File: src/rtl/mips_fetch_unit_pkg.sv
// Shared types and constants for the MIPS instruction-fetch stage.
// Imported by the fetch unit, its next-PC helper and the bus interface users.
package mips_fetch_unit_pkg;

  typedef enum logic {
    FETCH = 1'b0,
    VALID = 1'b1
  } fetch_state_e;

  localparam int INSTR_BYTES = 4;
  localparam int PC_INC      = 4;
  localparam int CNT_W       = $clog2(INSTR_BYTES);

  // Core-side control that only matters in the handshake cycle
  typedef struct packed {
    logic        branch;
    logic        zero;
    logic        jump;
    logic [31:0] se_imm;
    logic [25:0] jump_value;
  } core_ctrl_t;

endpackage

File: src/rtl/mips_fetch_unit_if.sv
// Fetch-unit bus: byte-wide IMEM read port plus the instruction handshake to the core.
// master = fetch unit, slave = core/IMEM side.
interface mips_fetch_unit_if #(
  parameter int ADDR_W = 8
);
  logic [ADDR_W-1:0] imem_addr;
  logic [7:0]        imem_rdata;
  logic [31:0]       instr;
  logic [ADDR_W-1:0] pc;
  logic              instr_valid;
  logic              instr_ready;
  logic              branch;
  logic              zero;
  logic              jump;
  logic [31:0]       se_imm;
  logic [25:0]       jump_value;
  logic              redirect;

  modport master (
    output imem_addr, instr, pc, instr_valid, redirect,
    input  imem_rdata, instr_ready, branch, zero, jump, se_imm, jump_value
  );

  modport slave (
    input  imem_addr, instr, pc, instr_valid, redirect,
    output imem_rdata, instr_ready, branch, zero, jump, se_imm, jump_value
  );
endinterface

File: src/rtl/mips_fetch_unit_next_pc.sv
// Combinational next-PC select: sequential, taken branch or jump (jump has priority).
// All arithmetic is done 32-bit wide and truncated to ADDR_W.
module mips_next_pc
  import mips_fetch_unit_pkg::*;
#(
  parameter int ADDR_W = 8
) (
  input  logic [ADDR_W-1:0] pc_i,
  input  core_ctrl_t        ctrl_i,
  output logic [ADDR_W-1:0] next_pc_o,
  output logic              taken_o
);
  logic [31:0] pc4;
  logic [31:0] br_tgt;
  logic [31:0] jmp_tgt;
  logic        unused_bits;

  assign pc4     = 32'(pc_i) + 32'(PC_INC);
  assign br_tgt  = pc4 + {ctrl_i.se_imm[29:0], 2'b00};
  assign jmp_tgt = {pc4[31:28], ctrl_i.jump_value, 2'b00};

  always_comb begin
    next_pc_o = pc4[ADDR_W-1:0];
    taken_o   = 1'b0;
    if (ctrl_i.jump) begin
      next_pc_o = jmp_tgt[ADDR_W-1:0];
      taken_o   = 1'b1;
    end else if (ctrl_i.branch && ctrl_i.zero) begin
      next_pc_o = br_tgt[ADDR_W-1:0];
      taken_o   = 1'b1;
    end
  end

  // Bits above the PC width only matter for wider configurations
  assign unused_bits = ^{ctrl_i.se_imm[31:30], pc4[31:ADDR_W],
                         br_tgt[31:ADDR_W], jmp_tgt[31:ADDR_W]};

endmodule

File: src/rtl/mips_fetch_unit.sv
// Instruction fetch: gathers 4 big-endian IMEM bytes per instruction, offers it to the core
// with valid/ready, and steps the PC from the core's branch/jump outputs at the handshake.
module mips_fetch_unit
  import mips_fetch_unit_pkg::*;
#(
  parameter int                ADDR_W   = 8,
  parameter logic [ADDR_W-1:0] RESET_PC = '0
) (
  input  logic              clk,
  input  logic              rst_n,
  mips_fetch_unit_if.master bus
);
  fetch_state_e      state_q;
  logic [CNT_W-1:0]  cnt_q;
  logic [ADDR_W-1:0] pc_q;
  logic [ADDR_W-1:0] pc_d;
  logic [31:0]       instr_q;
  logic              valid_q;
  logic              redirect_q;
  logic              taken;
  logic              hs;
  core_ctrl_t        ctrl;

  assign ctrl = '{
    branch:     bus.branch,
    zero:       bus.zero,
    jump:       bus.jump,
    se_imm:     bus.se_imm,
    jump_value: bus.jump_value
  };

  mips_next_pc #(.ADDR_W(ADDR_W)) u_next_pc (
    .pc_i      (pc_q),
    .ctrl_i    (ctrl),
    .next_pc_o (pc_d),
    .taken_o   (taken)
  );

  assign hs = valid_q & bus.instr_ready;

  always_ff @(posedge clk or negedge rst_n) begin
    if (!rst_n) begin
      state_q    <= FETCH;
      cnt_q      <= '0;
      pc_q       <= RESET_PC;
      instr_q    <= '0;
      valid_q    <= 1'b0;
      redirect_q <= 1'b0;
    end else begin
      redirect_q <= 1'b0;
      case (state_q)
        FETCH: begin
          instr_q <= {instr_q[23:0], bus.imem_rdata};
          if (cnt_q == CNT_W'(INSTR_BYTES - 1)) begin
            cnt_q   <= '0;
            state_q <= VALID;
            valid_q <= 1'b1;
          end else begin
            cnt_q <= cnt_q + 1'b1;
          end
        end
        VALID: begin
          if (hs) begin
            pc_q       <= pc_d;
            state_q    <= FETCH;
            valid_q    <= 1'b0;
            redirect_q <= taken;
          end
        end
        default: state_q <= FETCH;
      endcase
    end
  end

  // cnt_q is held at 0 in VALID, so this also parks the address at pc there
  assign bus.imem_addr   = pc_q + ADDR_W'(cnt_q);
  assign bus.instr       = instr_q;
  assign bus.pc          = pc_q;
  assign bus.instr_valid = valid_q;
  assign bus.redirect    = redirect_q;

endmodule

File: src/flat_wrapper.sv
// flat-port wrapper written by rule: the top's interface ports become plain ports
module mips_fetch_unit_flat import mips_fetch_unit_pkg::*;
#(
  parameter int                ADDR_W   = 8,
  parameter logic [ADDR_W-1:0] RESET_PC = '0
)
  (clk, rst_n, bus_imem_addr, bus_instr, bus_pc, bus_instr_valid, bus_redirect, bus_imem_rdata, bus_instr_ready, bus_branch, bus_zero, bus_jump, bus_se_imm, bus_jump_value);
  mips_fetch_unit_if #(.ADDR_W(ADDR_W)) bus_i ();
  input  logic clk;
  input  logic rst_n;
  output wire logic [$bits(bus_i.imem_addr)-1:0] bus_imem_addr;
  output wire logic [$bits(bus_i.instr)-1:0] bus_instr;
  output wire logic [$bits(bus_i.pc)-1:0] bus_pc;
  output wire logic [$bits(bus_i.instr_valid)-1:0] bus_instr_valid;
  output wire logic [$bits(bus_i.redirect)-1:0] bus_redirect;
  input wire logic [$bits(bus_i.imem_rdata)-1:0] bus_imem_rdata;
  input wire logic [$bits(bus_i.instr_ready)-1:0] bus_instr_ready;
  input wire logic [$bits(bus_i.branch)-1:0] bus_branch;
  input wire logic [$bits(bus_i.zero)-1:0] bus_zero;
  input wire logic [$bits(bus_i.jump)-1:0] bus_jump;
  input wire logic [$bits(bus_i.se_imm)-1:0] bus_se_imm;
  input wire logic [$bits(bus_i.jump_value)-1:0] bus_jump_value;
  assign bus_imem_addr = bus_i.imem_addr;
  assign bus_instr = bus_i.instr;
  assign bus_pc = bus_i.pc;
  assign bus_instr_valid = bus_i.instr_valid;
  assign bus_redirect = bus_i.redirect;
  assign bus_i.imem_rdata = bus_imem_rdata;
  assign bus_i.instr_ready = bus_instr_ready;
  assign bus_i.branch = bus_branch;
  assign bus_i.zero = bus_zero;
  assign bus_i.jump = bus_jump;
  assign bus_i.se_imm = bus_se_imm;
  assign bus_i.jump_value = bus_jump_value;
  mips_fetch_unit #(.ADDR_W(ADDR_W), .RESET_PC(RESET_PC)) u_core (.clk(clk), .rst_n(rst_n), .bus(bus_i));
endmodule
File: config.mk
export PLATFORM = sky130hd
export DESIGN_NAME = mips_fetch_unit_flat
export DESIGN_NICKNAME = d
export VERILOG_FILES = /design/src/rtl/mips_fetch_unit_pkg.sv /design/src/rtl/mips_fetch_unit_if.sv /design/src/rtl/mips_fetch_unit_next_pc.sv /design/src/rtl/mips_fetch_unit.sv /design/src/flat_wrapper.sv
export SDC_FILE = /design/constraint.sdc
export NUM_CORES = 1
export LEC_CHECK = 0
export BUFFER_PORTS_ARGS = -buffer_cell sky130_fd_sc_hd__buf_2
export CORE_MARGIN = 5
export CORE_UTILIZATION = 25
export DETAILED_ROUTE_END_ITERATION = 10
export GPL_TIMING_DRIVEN = 1
export PLACE_DENSITY_LB_ADDON = 0.2
export SLEW_MARGIN = 15
export SYNTH_ARGS = -nofsm -noshare
export SYNTH_HDL_FRONTEND = slang
export SYNTH_SLANG_ARGS = --single-unit
File: constraint.sdc
create_clock -name clk -period 2.4 [get_ports clk]
set_input_delay 0.36 -clock clk [delete_from_list [all_inputs] [get_ports clk]]
set_output_delay 0.36 -clock clk [all_outputs]
set_load 0.05 [all_outputs]
==> flow_summary.ini <==
[run_status]
status = finished, final reports clean

[yosys]
yosysTopAreaCell = dfrtp_1
ys_types = 32
syn_avg_cell_area_um2 = 11.9
ys_seq_elements = 43
synth_top_flop_cell = dfrtp_1
synth_edf_count = 0
yosysSeqAreaShare_pct = 51.9
synthCells = 175
ys_top_cells_by_count = 43 x dfrtp_1, 33 x mux2_2, 12 x o21ai_0, 9 x nand2_1
ys_warn_count = 0
post-synth-top-area-fraction_pct = 51.9
synthArstFlopShare_pct = 100
netlist_area_um2 = 2070
post-synth-top-count-cell = dfrtp_1
synthTopCellsByArea = dfrtp_1 52%, mux2_2 18%, ha_1 4.8%

[floorplan]
core_area_um2 = 8130
ios = 122
fp-row-count = 33
start_util_pct = 25.5
dieArea_um2 = 10200
dieWidth_um = 101
die_h_um = 101

[placed_design]
globalplace.congestion = 0.712
post-place-cells = 342
io_buffers = 73
placed_area_um2 = 2520
dp_hpwl_um = 3370

[detailed_routing]
drt-initial-drc-count = 25
via_per_inst = 4.37
drt_first_pass_iters = 4
wire_per_inst_um = 13.0
drc_errors = 0
vias = 1533
ant_nets = 0
route.final.wire_length_um = 4580

[timing]
finalCriticalPeriod_ns = 2.19
tightest_slew_ns = 0.543
final-hold-violation-count = 0
finalSetupViolCount = 0
fin_crit_sh_pct = 91.2
fmax_ghz = 0.457
finClkSkew_ns = 0.00894
slew_violations = 0
setup_tns_ns = 0
rsz0062_at_grt = no
relSlewSlack_pct = 63.8

[setup_path]
reg2reg_from = u_core.bus.pc[2]
r2r_setup_slack_ns = 0.21
worst-setup-path-type = reg -> reg
start_kind = flip-flop
arrival_ns = 2.40
cp.required_ns = 2.61
cp_max_fo = 7
critPathCaptureType = flip-flop
startpoint = u_core.bus.pc[2]
ff2ff_path_depth = 10
crit-reg2reg-capture = u_core.bus.pc[7]

[clock_tree]
cts_buffer_depth = 2
cts_buffers = 5
cts_sinks = 43
cts.root.buffer_cell = clkbuf_8
clkSlewWorstSetupHoldPaths_ns = 0.08
cts_tree = yes
clk-insertion-delay-late_ns = 0.29
htreeDepth = 2

[finish]
num_antenna_cells = 0
syn2layout_area_growth_pct = 29.6
n_fill_cell = 864
design_area_um2 = 2690
drive_gt1_share_pct = 51.2
final_cell_count_no_fill = 351
nNetsFinal = 326

[flow_run]
cap_violations = 0

[grt]
grt_usage_pct = 9.26
grt_pass1_wl_um = 7730
antenna_found_initial = 0
grt-ovfl-total = 0
grt_pass1_vias = 1639
grt_start_max_net_pins = 44

[worst_hold_path]
hold_path_class = in -> async
-- metrics by stage --
step	setup WS (ns)	utilization [%]	hold slack, ns
after global routing	0.00809	33.1	0.181
after floorplan	0.0192	-	0.0644
after CTS	0.120	32.7	0.141
after global placement	0.139	31.0	0.479
final	0.211	33.1	0.123
after detailed placement	0.145	31.0	0.471
-- metal layers --
metal,vias to the layer above,wire [µm],share of wire [%],global-route usage (%)
met2,64,1990,43,14.3
met1,720,2010,44,11.7
met5,-,0,0,0
met4,0,36,0.79,2.76
li1,744,-,-,-
met3,5,542,12,3.94
-- cell families (layout without fill, tap and decap cells) --
logic type / after synthesis / count (layout) / synth area share (%)
xor+xnor: 6 / 6 / 2.53
mux: 34 / 34 / 18.4
simple gates: 33 / 33 / 8.14
fa+ha+maj: 9 / 9 / 5.79
flops: 43 / 43 / 51.9
other cells: 1 / 2 / 0.181
compound gates: 30 / 30 / 8.63
buf+inv: 19 / 89 / 4.46
-- final cells by class --
cell class	count	area, µm²	share of cell area (%)
Inverter	4	15.0	0.558
Sequential cell	43	1080	40.1
Clock inverter	3	67.6	2.51
Multi-Input combinational cell	114	933	34.7
Clock buffer	5	68.8	2.56
Timing Repair Buffer	77	395	14.7
Tap cell	105	131	4.89
-- flip-flops by register name, indices dropped and copies added, names as in the netlist --
name,flops
u_core.bus.instr,32
u_core.cnt_q,2
u_core.bus.instr_valid,1
u_core.state_q,1
u_core.bus.pc,6
u_core.bus.redirect,1
-- worst max-delay path, cell delays in order, from the launching register on --
cell and delay, ns:
dfrtp_2 0.45, ha_2 0.22, xor2_1 0.16, ha_1 0.33
o21ai_0 0.08, nor2_1 0.19, mux2i_1 0.20, nand2_1 0.10
xnor2_2 0.19, nand3_1 0.09, o211ai_1 0.08
-- worst max-delay path by stage --
stage,endpoint,slack (ns),cells past startpoint
2_1_floorplan,u_core.bus.pc[7],0.02,10
3_3_place_gp,u_core.bus.pc[7],0.14,10
3_5_place_dp,u_core.bus.pc[7],0.15,10
4_1_cts,u_core.bus.pc[7],0.12,10
5_1_grt,u_core.bus.pc[7],0.008,11
6_report,u_core.bus.pc[7],0.21,10
-- layout by cell type (no fill, tap or decap), types with 2 or more instances in the layout --
cell and count:
buf_2 73, dfrtp_1 42, mux2_2 33, o21ai_0 12, nand2_1 9, a21oi_1 8, nor2_1 7, ha_1 7
nand3_1 5, clkbuf_8 5, inv_1 4, buf_4 4, xor2_1 3, a21o_1 3, nor3_1 3, nor3b_1 3
xnor2_2 2, o211ai_1 2, conb_1 2, bufinv_16 2
-- repair_timing --
item | in CTS | in global routing
setup buffers | 0 | 1
resized for setup | 0 | 4
endpoints found under the setup margin | 0 | 1
hold buffers | 0 | 0
Power is not shown: default switching activity piles up to over one toggle a cycle in this logic, so the estimate is an artifact.
